## config.mk

```make
export PLATFORM = sky130hd
export DESIGN_NAME = uart_tx_input_fifo_flat
export DESIGN_NICKNAME = d
export VERILOG_FILES = /design/src/rtl/uart_tx_input_fifo_if.sv /design/src/rtl/uart_tx_input_fifo.sv /design/src/flat_wrapper.sv
export SDC_FILE = /design/constraint.sdc
export NUM_CORES = 1
export LEC_CHECK = 0
export ABC_CLOCK_PERIOD_IN_PS = 2900
export CORE_MARGIN = 2
export CORE_UTILIZATION = 55
export CTS_CLUSTER_DIAMETER = 200
export DETAILED_ROUTE_END_ITERATION = 7
export GPL_TIMING_DRIVEN = 0
export PLACE_DENSITY = 0.81
export SLEW_MARGIN = 20
export SYNTH_ARGS = -nofsm -noshare
export SYNTH_HDL_FRONTEND = slang
export SYNTH_SLANG_ARGS = --single-unit
```

## constraint.sdc

```tcl
create_clock -name clk_i -period 2.9 [get_ports clk_i]
set_input_delay 0.29 -clock clk_i [delete_from_list [all_inputs] [get_ports clk_i]]
set_output_delay 0.29 -clock clk_i [all_outputs]
set_load 0.02 [all_outputs]
```

## src/rtl/uart_tx_input_fifo_if.sv

```systemverilog
// Host/transmitter bus of the UART transmit input FIFO.
// The slave modport is the FIFO itself. The master modport is the side that
// drives writes and takes words: the host and the transmitter FSM.
// Optional build macro: UART_TX_FIFO_ALMOST_FULL_EN adds almost_full_o.
//
// Handshake: the head word on data_o is offered while valid_o=1. The
// transmitter takes it by pulsing rd_i. A take happens only on a rising edge
// where rd_i=1 and valid_o=1. rd_i while valid_o=0 is ignored.
// Writes use no handshake. wr_i=1 offers data_i on that edge. The word is
// stored if there is room, or if a take happens on the same edge. Otherwise
// it is dropped and the drop is recorded in overflow_o.
interface uart_tx_input_fifo_if #(
    parameter int DATA_W = 8,
    parameter int DEPTH  = 4
);
    localparam int LW = $clog2(DEPTH) + 1;

    logic [DATA_W-1:0] data_i;
    logic              wr_i;
    logic              rd_i;
    logic              flush_i;
    logic              clr_ovf_i;
    logic [DATA_W-1:0] data_o;
    logic              valid_o;
    logic              full_o;
    logic [LW-1:0]     level_o;
    logic              overflow_o;
`ifdef UART_TX_FIFO_ALMOST_FULL_EN
    logic              almost_full_o;
`endif

    modport master (
`ifdef UART_TX_FIFO_ALMOST_FULL_EN
        input  almost_full_o,
`endif
        output data_i, wr_i, rd_i, flush_i, clr_ovf_i,
        input  data_o, valid_o, full_o, level_o, overflow_o
    );

    modport slave (
`ifdef UART_TX_FIFO_ALMOST_FULL_EN
        output almost_full_o,
`endif
        input  data_i, wr_i, rd_i, flush_i, clr_ovf_i,
        output data_o, valid_o, full_o, level_o, overflow_o
    );
endinterface

```

## src/rtl/uart_tx_input_fifo.sv

```systemverilog
// Transmit-side input FIFO for the UART transmitter.
// The FIFO holds DEPTH words. data_o shows the head word directly
// (first-word fall-through). data_o, level_o, valid_o, full_o and
// overflow_o are all registered.
// Optional build macro: UART_TX_FIFO_ALMOST_FULL_EN adds a registered
// almost_full_o flag that is set while level >= AF_THRESH.
module uart_tx_input_fifo #(
    parameter int DATA_W    = 8,
    parameter int DEPTH     = 4,
    parameter int AF_THRESH = 3
) (
    input  logic                 clk_i,
    input  logic                 rstb_i,
    uart_tx_input_fifo_if.slave  bus
);
    localparam int PW = $clog2(DEPTH);
    localparam int LW = PW + 1;

    // Reject configurations the pointer arithmetic cannot support.
    generate
        if (DATA_W < 5 || DATA_W > 9) begin : g_bad_data_w
            $error("uart_tx_input_fifo: DATA_W must be 5..9");
        end
        if (DEPTH < 2 || (DEPTH & (DEPTH - 1)) != 0) begin : g_bad_depth
            $error("uart_tx_input_fifo: DEPTH must be a power of two >= 2");
        end
        if (AF_THRESH < 1 || AF_THRESH > DEPTH) begin : g_bad_af
            $error("uart_tx_input_fifo: AF_THRESH must be 1..DEPTH");
        end
    endgenerate

    logic [DATA_W-1:0] mem [DEPTH];

    logic [PW-1:0]     wr_ptr_q, wr_ptr_d;
    logic [PW-1:0]     rd_ptr_q, rd_ptr_d;
    logic [LW-1:0]     level_q, level_d;
    logic [LW-1:0]     level_after_rd;
    logic              valid_q, full_q, ovf_q, ovf_d;
    logic [DATA_W-1:0] data_q, data_d;
    logic              rd_acc, wr_acc, ovf_evt;
    logic              head_from_input;

    // Decide what happens on this edge. A flush cancels both the write and the take.
    always_comb begin
        rd_acc  = 1'b0;
        wr_acc  = 1'b0;
        ovf_evt = 1'b0;
        if (!bus.flush_i) begin
            rd_acc  = bus.rd_i & valid_q;
            wr_acc  = bus.wr_i & (~full_q | rd_acc);
            ovf_evt = bus.wr_i & full_q & ~rd_acc;
        end
    end

    // Next pointers, level and head word.
    always_comb begin
        wr_ptr_d        = wr_ptr_q;
        rd_ptr_d        = rd_ptr_q;
        level_d         = level_q;
        data_d          = data_q;
        level_after_rd  = level_q - LW'(rd_acc);
        head_from_input = 1'b0;
        if (bus.flush_i) begin
            wr_ptr_d = '0;
            rd_ptr_d = '0;
            level_d  = '0;
        end else begin
            if (wr_acc) wr_ptr_d = wr_ptr_q + PW'(1);
            if (rd_acc) rd_ptr_d = rd_ptr_q + PW'(1);
            level_d = level_after_rd + LW'(wr_acc);
            // The FIFO holds no older word after the take, so the word
            // written on this edge becomes the new head.
            head_from_input = wr_acc && (level_after_rd == '0);
            if (level_d != '0) begin
                data_d = head_from_input ? bus.data_i : mem[rd_ptr_d];
            end
        end
    end

    // A new drop sets the sticky flag. If a clear arrives on the same edge, the set wins.
    always_comb begin
        ovf_d = ovf_q;
        if (ovf_evt) begin
            ovf_d = 1'b1;
        end else if (bus.clr_ovf_i) begin
            ovf_d = 1'b0;
        end
    end

    // Storage array. It is deliberately left without reset.
    always_ff @(posedge clk_i) begin
        if (wr_acc) mem[wr_ptr_q] <= bus.data_i;
    end

    // Control and status state, cleared asynchronously.
    always_ff @(posedge clk_i or negedge rstb_i) begin
        if (!rstb_i) begin
            wr_ptr_q <= '0;
            rd_ptr_q <= '0;
            level_q  <= '0;
            valid_q  <= 1'b0;
            full_q   <= 1'b0;
            ovf_q    <= 1'b0;
            data_q   <= '0;
        end else begin
            wr_ptr_q <= wr_ptr_d;
            rd_ptr_q <= rd_ptr_d;
            level_q  <= level_d;
            valid_q  <= (level_d != '0);
            full_q   <= (level_d == LW'(DEPTH));
            ovf_q    <= ovf_d;
            data_q   <= data_d;
        end
    end

`ifdef UART_TX_FIFO_ALMOST_FULL_EN
    logic af_q;

    // The almost-full flag is computed from the next level, so it changes together with level_o.
    always_ff @(posedge clk_i or negedge rstb_i) begin
        if (!rstb_i) begin
            af_q <= 1'b0;
        end else begin
            af_q <= (level_d >= LW'(AF_THRESH));
        end
    end

    assign bus.almost_full_o = af_q;
`endif

    assign bus.data_o     = data_q;
    assign bus.valid_o    = valid_q;
    assign bus.full_o     = full_q;
    assign bus.level_o    = level_q;
    assign bus.overflow_o = ovf_q;

endmodule

```

## src/flat_wrapper.sv

```systemverilog
// flat-port wrapper written by rule: the top's interface ports become plain ports
module uart_tx_input_fifo_flat 
#(
    parameter int DATA_W    = 8,
    parameter int DEPTH     = 4,
    parameter int AF_THRESH = 3
)
  (clk_i, rstb_i, bus_data_i, bus_wr_i, bus_rd_i, bus_flush_i, bus_clr_ovf_i, bus_data_o, bus_valid_o, bus_full_o, bus_level_o, bus_overflow_o);
  uart_tx_input_fifo_if #(.DATA_W(DATA_W), .DEPTH(DEPTH)) bus_i ();
  input  logic clk_i;
  input  logic rstb_i;
  input wire logic [$bits(bus_i.data_i)-1:0] bus_data_i;
  input wire logic [$bits(bus_i.wr_i)-1:0] bus_wr_i;
  input wire logic [$bits(bus_i.rd_i)-1:0] bus_rd_i;
  input wire logic [$bits(bus_i.flush_i)-1:0] bus_flush_i;
  input wire logic [$bits(bus_i.clr_ovf_i)-1:0] bus_clr_ovf_i;
  output wire logic [$bits(bus_i.data_o)-1:0] bus_data_o;
  output wire logic [$bits(bus_i.valid_o)-1:0] bus_valid_o;
  output wire logic [$bits(bus_i.full_o)-1:0] bus_full_o;
  output wire logic [$bits(bus_i.level_o)-1:0] bus_level_o;
  output wire logic [$bits(bus_i.overflow_o)-1:0] bus_overflow_o;
  assign bus_i.data_i = bus_data_i;
  assign bus_i.wr_i = bus_wr_i;
  assign bus_i.rd_i = bus_rd_i;
  assign bus_i.flush_i = bus_flush_i;
  assign bus_i.clr_ovf_i = bus_clr_ovf_i;
  assign bus_data_o = bus_i.data_o;
  assign bus_valid_o = bus_i.valid_o;
  assign bus_full_o = bus_i.full_o;
  assign bus_level_o = bus_i.level_o;
  assign bus_overflow_o = bus_i.overflow_o;
  uart_tx_input_fifo #(.DATA_W(DATA_W), .DEPTH(DEPTH), .AF_THRESH(AF_THRESH)) u_core (.clk_i(clk_i), .rstb_i(rstb_i), .bus(bus_i));
endmodule
```

==> reports/results.tsv <==
stage	metric	value	unit
sta	fin_crit	2691	ps
final_layout	drive_gt1_share	10.61	%
flow_run	drv_cap	0	
setup_path	path_class	input pin to flip-flop	
yosys	ys_ff_latch	50	
floorplan	fp.dieH	70.61	um
power_and_ir_drop	powerDensity	690.6	nW/um^2
final_layout	ff_latch_area	1411	sq um
yosys	netlist_area	2440	sq um
place	port_buffers	27	
yosys	synth_top_area_share	39.38	%
grt	grt_max_degree	19	
floorplan	rows	24	
clocking	numClockSinks	50	
yosys	syn_nets	233	
floorplan	io_pins	28	
grt	grt_pass1_wl	9080	um
sta	fin_crit_sh	92.78	%
floorplan	coreArea	4324	sq um
setup_path	cp.required	3140	ps
route	vias	1852	
sta	slew_headroom	38.87	%
clocking	root_buffer	clkbuf_8	
power_and_ir_drop	p_total	1.988	mW
sta	clock_skew	10.03	ps
min_path	hold_class	input pin to asynchronous set/reset pin	
route	first_pass_iters	7	
grt	grt_util_all_layers	24.25	%
route	drt_iter0_markers	262	
route	ant_nets	0	
final_layout	area_growth_syn_to_layout	18.00	%
sta	fmax	371.7	MHz
place	gp_congestion	0.8505	
floorplan	start_util	56.42	%
sta	grt_setup_unrepaired	false	
place	place_hpwl	3738	um
clocking	ctsHtreeMaxLevel	2	
setup_path	end_kind	flip-flop	
sta	setup_viol	0	
final_layout	final_nets	266	
setup_path	arrival	2930	ps
route	via_per_inst	6.236	
clocking	path_clk_slew	90	ps
yosys	ys_types	38	
grt	grt_pass1_vias	1846	
yosys	netlist_instances	211	
setup_path	startpoint_type	input pin	
final_layout	multi_input_area	914.6	sq um
yosys	yosysTopAreaCell	edfxtp_1	
clocking	cts_buffers	5	
clocking	cts_setup_buffers	0	
grt	grt_overflow	0	
run_status	status	completed	
yosys	ys_top_cells_by_area	edfxtp_1, dfrtp_1, nor3_1	
clocking	max-clock-path-buffers	2	
floorplan	die_area	4985	sq um
final_layout	diodes	0	
yosys	yosysWarnings	0	
place	place_worst_setup_slack	-257.0	ps
clocking	cts_tree	built	
route	route.detailed.wl_per_inst	18.83	um
yosys	avgSynthCellArea	11.56	sq um
setup_path	critical_path_peak_fanout	17	
sta	maxSlewViolCount	0	
route	drc_errors	0	
route	postRouteWirelength	5592	um
power_and_ir_drop	leakagePower	1.063	nW
floorplan	fp.dieW	70.61	um
sta	fin_ws	209.4	ps
sta	setup-tns-final	0	ps
clocking	clk_latency	310	ps
sta	hold_violations	0	
final_layout	fill_cells	337	
sta	worst_pin_slew	914.1	ps
power_and_ir_drop	vdd_drop_max	0.0003884	V
yosys	ys_seq_area_share	57.85	%
grt	antenna_found_initial	0	
==> final cells by class <==
class                           count  area share [%]
Multi-Input combinational cell    140           31.77
Inverter                            9           1.434
Clock inverter                      2           1.173
Timing Repair Buffer               27           9.387
Clock buffer                        6           2.521
Buffer                             11           2.434
Sequential cell                    50           49.02
Tap cell                           52           2.260
==> logic make-up (layout without fill, tap and decap cells) <==
| logic type | after synthesis | in the layout | synth area share, % |
|---|---|---|---|
| AOI/OAI and AO/OA | 27 | 27 | 7.846 |
| xor gates and xnor gates | 5 | 5 | 2.411 |
| and+or+nand+nor | 91 | 91 | 19.08 |
| muxes | 9 | 9 | 4.051 |
| adders and majority gates | 8 | 8 | 4.103 |
| buffers and inverters | 21 | 55 | 4.666 |
| DFF | 50 | 50 | 57.85 |
==> path summary, 6_finish.rpt <==
kind / depth (start not counted) / start / slack, ps / endpoint
worst max-delay path: 14 / bus_flush_i / 210 / u_core.bus.data_o[7]$_DFFE_PN0P_
worst min-delay path: 1 / rstb_i / 490 / u_core.bus.data_o[1]$_DFFE_PN0P_
worst max register to register: 13 / u_core.bus.valid_o$_DFF_PN0_ / 300 / u_core.bus.data_o[7]$_DFFE_PN0P_
worst min register to register: 2 / u_core.bus.data_o[3]$_DFFE_PN0P_ / 490 / u_core.bus.data_o[3]$_DFFE_PN0P_
max in group asynchronous: 1 / rstb_i / 1850 / u_core.bus.overflow_o$_DFFE_PN0P_
min in group clk_i: 2 / u_core.bus.data_o[3]$_DFFE_PN0P_ / 490 / u_core.bus.data_o[3]$_DFFE_PN0P_
==> metal layers <==
metal	share of wire [%]	GRT usage [%]
met2	50	38.78
met5	0	0
met4	3.2	13.00
met3	8.8	5.128
met1	38	31.36
==> sequential cells by signal, summed over array words and instances, names as in the netlist <==
register               count
u_core.mem                32
u_core.bus.data_o          8
u_core.bus.level_o         3
u_core.rd_ptr_q            2
u_core.wr_ptr_q            2
u_core.bus.full_o          1
u_core.bus.overflow_o      1
u_core.bus.valid_o         1
==> cell usage after synthesis, drive strengths merged <==
library cell and count:
edfxtp 32, nor3 22, nor2 21, dfrtp 18, nand3 14, nand2 12, a21oi 9, inv 9
buf 8, ha 8, mux2 7, nand4 7, o221ai 7, o31ai 6, and2 4, clkbuf 4
nor2b 3, xnor2 3, mux2i 2, nand2b 2, nor3b 2, xor2 2, a2111oi 1, a21o 1
and4 1, nand3b 1, nand4bb 1, nor4 1, o21ai 1, o22ai 1, o2bb2ai 1
==> cell usage in the layout, fill, tap and decap left out, types with 8 or more instances in the layout <==
cell type,count
nor3_1,22
a21oi_1,8
nand3_1,14
clkdlybuf4s50_1,27
dfrtp_1,18
nor2_1,21
ha_1,8
edfxtp_1,32
nand2_1,12
==> worst max-delay path, stage by stage <==
cell             delay (ps)
clkdlybuf4s50_1         510
nand3b_4                220
inv_4                   110
ha_1                    200
ha_1                    320
inv_1                    60
ha_1                    210
xor2_2                  190
a21o_1                  180
buf_6                   150
inv_6                    80
buf_6                   140
nand4_1                 130
nand3_1                 130
==> repair_timing <==
item | in CTS | in global routing
endpoints found under the setup margin | 0 | 8
hold buffers | 0 | 0
resized for setup | 0 | 2
==> power breakdown <==
group          total, mW  internal, mW  switching, mW  leakage, nW
Combinational      0.606         0.262          0.344        0.488
Sequential         0.903         0.849         0.0535        0.522
Clock              0.480         0.255          0.225       0.0528
Total               1.99          1.37          0.622         1.06
==> metrics by stage <==
step | utilization, % | instance area [sq um] | std cells | hold WS, ps
CTS | 66.64 | 2882 | 298 | 493.5
finish | 66.58 | 2879 | 297 | 487.5
detailed placement | 64.18 | 2775 | 290 | 468.2
global placement | 64.18 | 2775 | 290 | 464.0
global route | 66.58 | 2879 | 297 | 515.6
floorplan | - | 2440 | 211 | -5.591
Note: power is estimated with default switching activity, not from simulation.
==> RTL edit 1: new RTL, same settings <==
`DATA_W` is set to 8 in 3 places; all go to 7.
--- a/src/rtl/uart_tx_input_fifo_if.sv
+++ b/src/rtl/uart_tx_input_fifo_if.sv
@@ -10,7 +10,7 @@
 // stored if there is room, or if a take happens on the same edge. Otherwise
 // it is dropped and the drop is recorded in overflow_o.
 interface uart_tx_input_fifo_if #(
-    parameter int DATA_W = 8,
+    parameter int DATA_W = 7,
     parameter int DEPTH  = 4
 );
     localparam int LW = $clog2(DEPTH) + 1;
--- a/src/rtl/uart_tx_input_fifo.sv
+++ b/src/rtl/uart_tx_input_fifo.sv
@@ -5,7 +5,7 @@
 // Optional build macro: UART_TX_FIFO_ALMOST_FULL_EN adds a registered
 // almost_full_o flag that is set while level >= AF_THRESH.
 module uart_tx_input_fifo #(
-    parameter int DATA_W    = 8,
+    parameter int DATA_W    = 7,
     parameter int DEPTH     = 4,
     parameter int AF_THRESH = 3
 ) (
--- a/src/flat_wrapper.sv
+++ b/src/flat_wrapper.sv
@@ -1,7 +1,7 @@
 // flat-port wrapper written by rule: the top's interface ports become plain ports
 module uart_tx_input_fifo_flat 
 #(
-    parameter int DATA_W    = 8,
+    parameter int DATA_W    = 7,
     parameter int DEPTH     = 4,
     parameter int AF_THRESH = 3
 )
Ports: changed (resized bus_data_i and bus_data_o); port bits go from 28 to 26. No check against the original RTL was run, so the function may have changed too.
==> RTL edit 1 against the unedited design <==
- sequential cell count fell by 5
- synthesized area fell by 10%
- power is 13% lower
- setup slack got worse by 62 ps
- cell area fell by 10%
- critical path depth fell by 1
- routed wire length fell by 13%
- sequential power is 10% lower
- critical path type unchanged
- largest cell class unchanged
- largest power group unchanged
==> RTL edit 1: results (changes against the unedited design) <==
[placement]
hpwl_um=3320  ; -11%
routabilityCongestion=0.823  ; -3.3%
port_buffers=25  ; -7.4%
dpl_cell_area_mm2=0.00250  ; -10%
pre_cts_ws_ps=-114  ; +143 ps
dp_cells=260  ; -10%

[clock_tree]
post_cts_resized=0  ; unchanged
clkTransAtPathRegs_ps=80
cts_setup_buffers=0  ; unchanged
clock-root-buffer=clkbuf_8
h-tree-depth=2  ; unchanged
clk_latency_ps=300
cts_made_buffers=5  ; unchanged

[drt]
drt-vias-per-instance=6.02  ; -3.4%
first_iter_violations=118  ; -55%
wl_um=4880  ; -13%
drtPass1Iterations=4  ; -3
drc=0  ; unchanged

[power_and_ir_drop]
leakage_nw=0.960  ; -9.7%
vdd_ir_drop_max_mv=0.516  ; +33%

[global_routing]
antenna_found_initial=0  ; unchanged
grt_pass1_vias=1600  ; -13%
grtUsageTotal_pct=23.9  ; -0.32 points
grt_start_max_net_pins=18  ; -1
grt_pass1_wl_um=7530  ; -17%

[layout]
largest_reg_flops=28  ; -13%
fin_nets=240  ; -9.8%
final_cells=268  ; -9.8%
drive_gt1_share_pct=11.8  ; +1.2 points
num_antenna_cells=0  ; unchanged

[yosys]
synth.yosys.seq_area_share_pct=57.9  ; about the same
ys_types=37  ; -2.6%
synth_common_cells=28 x edfxtp_1, 18 x nor2_1, 17 x dfrtp_1
synth_top_cells_by_area=edfxtp_1 38%, dfrtp_1 19%, ha_1 4.6%, mux2_2 3.6%, nor2_1 3.1%
netlist_instances=187  ; -11%
synthArstFlopShare_pct=37.8  ; +1.8 points
synth_fp_nets=208  ; -11%
synth-edff-count=28  ; -13%

[status]
status=finished, final reports clean

[setup_path]
crit_fanout=10  ; -7
cp_data_arrival_time_ps=2930  ; about the same

[sta]
tightest_slew_ps=824  ; -90.1 ps
finClkSkew_ps=4.31  ; -5.72 ps

[worst_hold_path]
min_path_type=in -> async

==> RTL edit 1: worst paths after layout <==
kind,from,slack [ps],depth (start not counted),end
worst max-delay path,bus_flush_i,150,13,u_core.bus.data_o[5]
worst min-delay path,rstb_i,460,1,u_core.bus.level_o[1]
worst max register to register,u_core.bus.valid_o,230,12,u_core.bus.data_o[5]
worst min register to register,u_core.bus.overflow_o,550,2,u_core.bus.overflow_o
max in group asynchronous,rstb_i,1930,1,u_core.wr_ptr_q[1]
min in group clk_i,u_core.bus.overflow_o,550,2,u_core.bus.overflow_o
==> RTL edit 1: critical path, cell delays in order <==
cell	delay, ps
clkdlybuf4s50_1	490
nand3b_1	170
inv_1	120
buf_2	220
ha_1	350
inv_1	70
ha_1	190
ha_1	210
xnor2_1	350
a21oi_4	150
buf_6	180
nor2_1	100
a31oi_1	50
==> RTL edit 1: cell type report <==
class / count / area (um^2)
Buffer: 12 / 78.8
Clock buffer: 6 / 72.6
Fill cell: 295 / 1160
Multi-Input combinational cell: 121 / 810
Inverter: 9 / 33.8
Timing Repair Buffer: 25 / 250
Clock inverter: 2 / 10.0
Sequential cell: 45 / 1270
Tap cell: 48 / 60.1
==> RTL edit 1: cells by family (layout without fill, tap and decap cells) <==
logic type                 Yosys count  in the layout  share of synthesized area [%]
buffers and inverters               21             54                           5.15
DFF                                 45             45                           57.9
muxes                                8              8                           4.06
and+or+nand+nor                     68             68                           15.7
xor gates and xnor gates             5              5                           2.00
AOI/OAI and AO/OA                   32             32                           10.6
adders and majority gates            8              8                           4.57
==> RTL edit 1: power by group <==
| group | leakage [nW] | total [mW] | switching [mW] | internal (mW) |
|---|---|---|---|---|
| clock network | 0.0450 | 0.373 | 0.206 | 0.167 |
| registers | 0.467 | 0.810 | 0.0459 | 0.764 |
| logic | 0.448 | 0.557 | 0.313 | 0.244 |
==> RTL edit 1: per-layer routing <==
metal	wire length [um]	vias to the layer above	global-route usage (%)
met4	75	0	11.0
met1	1980	794	30.1
met2	2530	67	39.1
li1	-	746	-
met3	288	7	5.41
met5	0	-	0
==> RTL edit 2: new RTL, same flow settings <==
Made on the original files. `data_q` no longer has a reset.
--- a/src/rtl/uart_tx_input_fifo.sv
+++ b/src/rtl/uart_tx_input_fifo.sv
@@ -101,7 +101,6 @@
             valid_q  <= 1'b0;
             full_q   <= 1'b0;
             ovf_q    <= 1'b0;
-            data_q   <= '0;
         end else begin
             wr_ptr_q <= wr_ptr_d;
             rd_ptr_q <= rd_ptr_d;
@@ -109,8 +108,11 @@
             valid_q  <= (level_d != '0);
             full_q   <= (level_d == LW'(DEPTH));
             ovf_q    <= ovf_d;
-            data_q   <= data_d;
         end
+    end
+
+    always_ff @(posedge clk_i) begin
+        data_q <= data_d;
     end
 
 `ifdef UART_TX_FIFO_ALMOST_FULL_EN
Check against the original RTL: not equivalent (Yosys sat finds a counterexample within 4 cycles, from zero or initial values and one cycle with rstb_i low).
==> RTL edit 2 against the unedited design <==
- sequential cell count is the same
- synthesized area grew 2.5%
- setup slack lost 38 ps
- cell area grew 1.7%
- non-clock buffer count grew 2
- die area grew 2.3%
- power shrank 4.9%
- routed wire length shrank 13%
==> RTL edit 2: results (changes against the unedited design) <==
[yosys]
syn_avg_cell_area_um2=12.8  ; +10%
synthArstFlopShare_pct=20.0  ; -16 points
synth_compound_area_share_pct=10.8  ; +3.0 points
synth_common_cells=40 x edfxtp_1, 22 x nor3_1, 12 x nand2_1, 12 x nor2_1, 10 x dfrtp_1
synth_xor_area_share_pct=1.75  ; -0.66 points
synth-edff-count=40  ; +25%
synth_mux_area_share_pct=5.56  ; +1.5 points

[power_and_ir_drop]
p_clk_uw=381  ; -21%
finalPower_mw=1.89  ; -4.9%

[sta]
timing.final.ws_setup_ps=171  ; -38.4 ps
finClkSkew_ps=7.54  ; -2.49 ps
whs_ps=303  ; -185 ps
timing.slew.headroom_pct=63.3  ; +24 points

[global_routing]
grtUsageTotal_pct=21.2  ; -3.1 points
grt_pass1_wl_um=8110  ; -11%
grt_pass1_vias=1700  ; -7.9%

[status]
status=finished, final reports clean

[setup_path]
r2r_slack_ps=280  ; -20 ps
crit_fanout=10  ; -7

[drt]
routedWlPerCell_um=17.1  ; -9.0%
drtPass1Iterations=5  ; -2
drt-vias-per-instance=5.96  ; -4.4%
first_iter_violations=173  ; -34%

[placement]
dpl_cell_area_mm2=0.00284  ; +2.4%
routabilityCongestion=0.898  ; +5.6%

[RTL edit 2: cell types whose count changed after synthesis, sizes merged, moves of 8 or more]
cell,change
nand3,-13
dfrtp,-8
edfxtp,+8
nor2,-9
o21ai,+8
[RTL edit 2: cell type report]
| type | instances | area (um^2) | area share [%] |
|---|---|---|---|
| buffer | 12 | 85.1 | 2.91 |
| clock buffer | 6 | 72.6 | 2.48 |
| clock inverter | 2 | 8.76 | 0.299 |
| inverter | 10 | 37.5 | 1.28 |
| multi-input combinational | 124 | 930 | 31.8 |
| sequential | 50 | 1450 | 49.6 |
| tap | 52 | 65.1 | 2.22 |
| timing repair buffer | 28 | 278 | 9.49 |
[RTL edit 2: metal layers]
layer | GRT usage (%) | vias to the layer above | routed length, um
met1 | 27.3 | 829 | 2050
met5 | 0 | - | 0
met3 | 5.06 | 9 | 291
met4 | 7.97 | 0 | 65
met2 | 35.0 | 60 | 2460
li1 | - | 795 | -
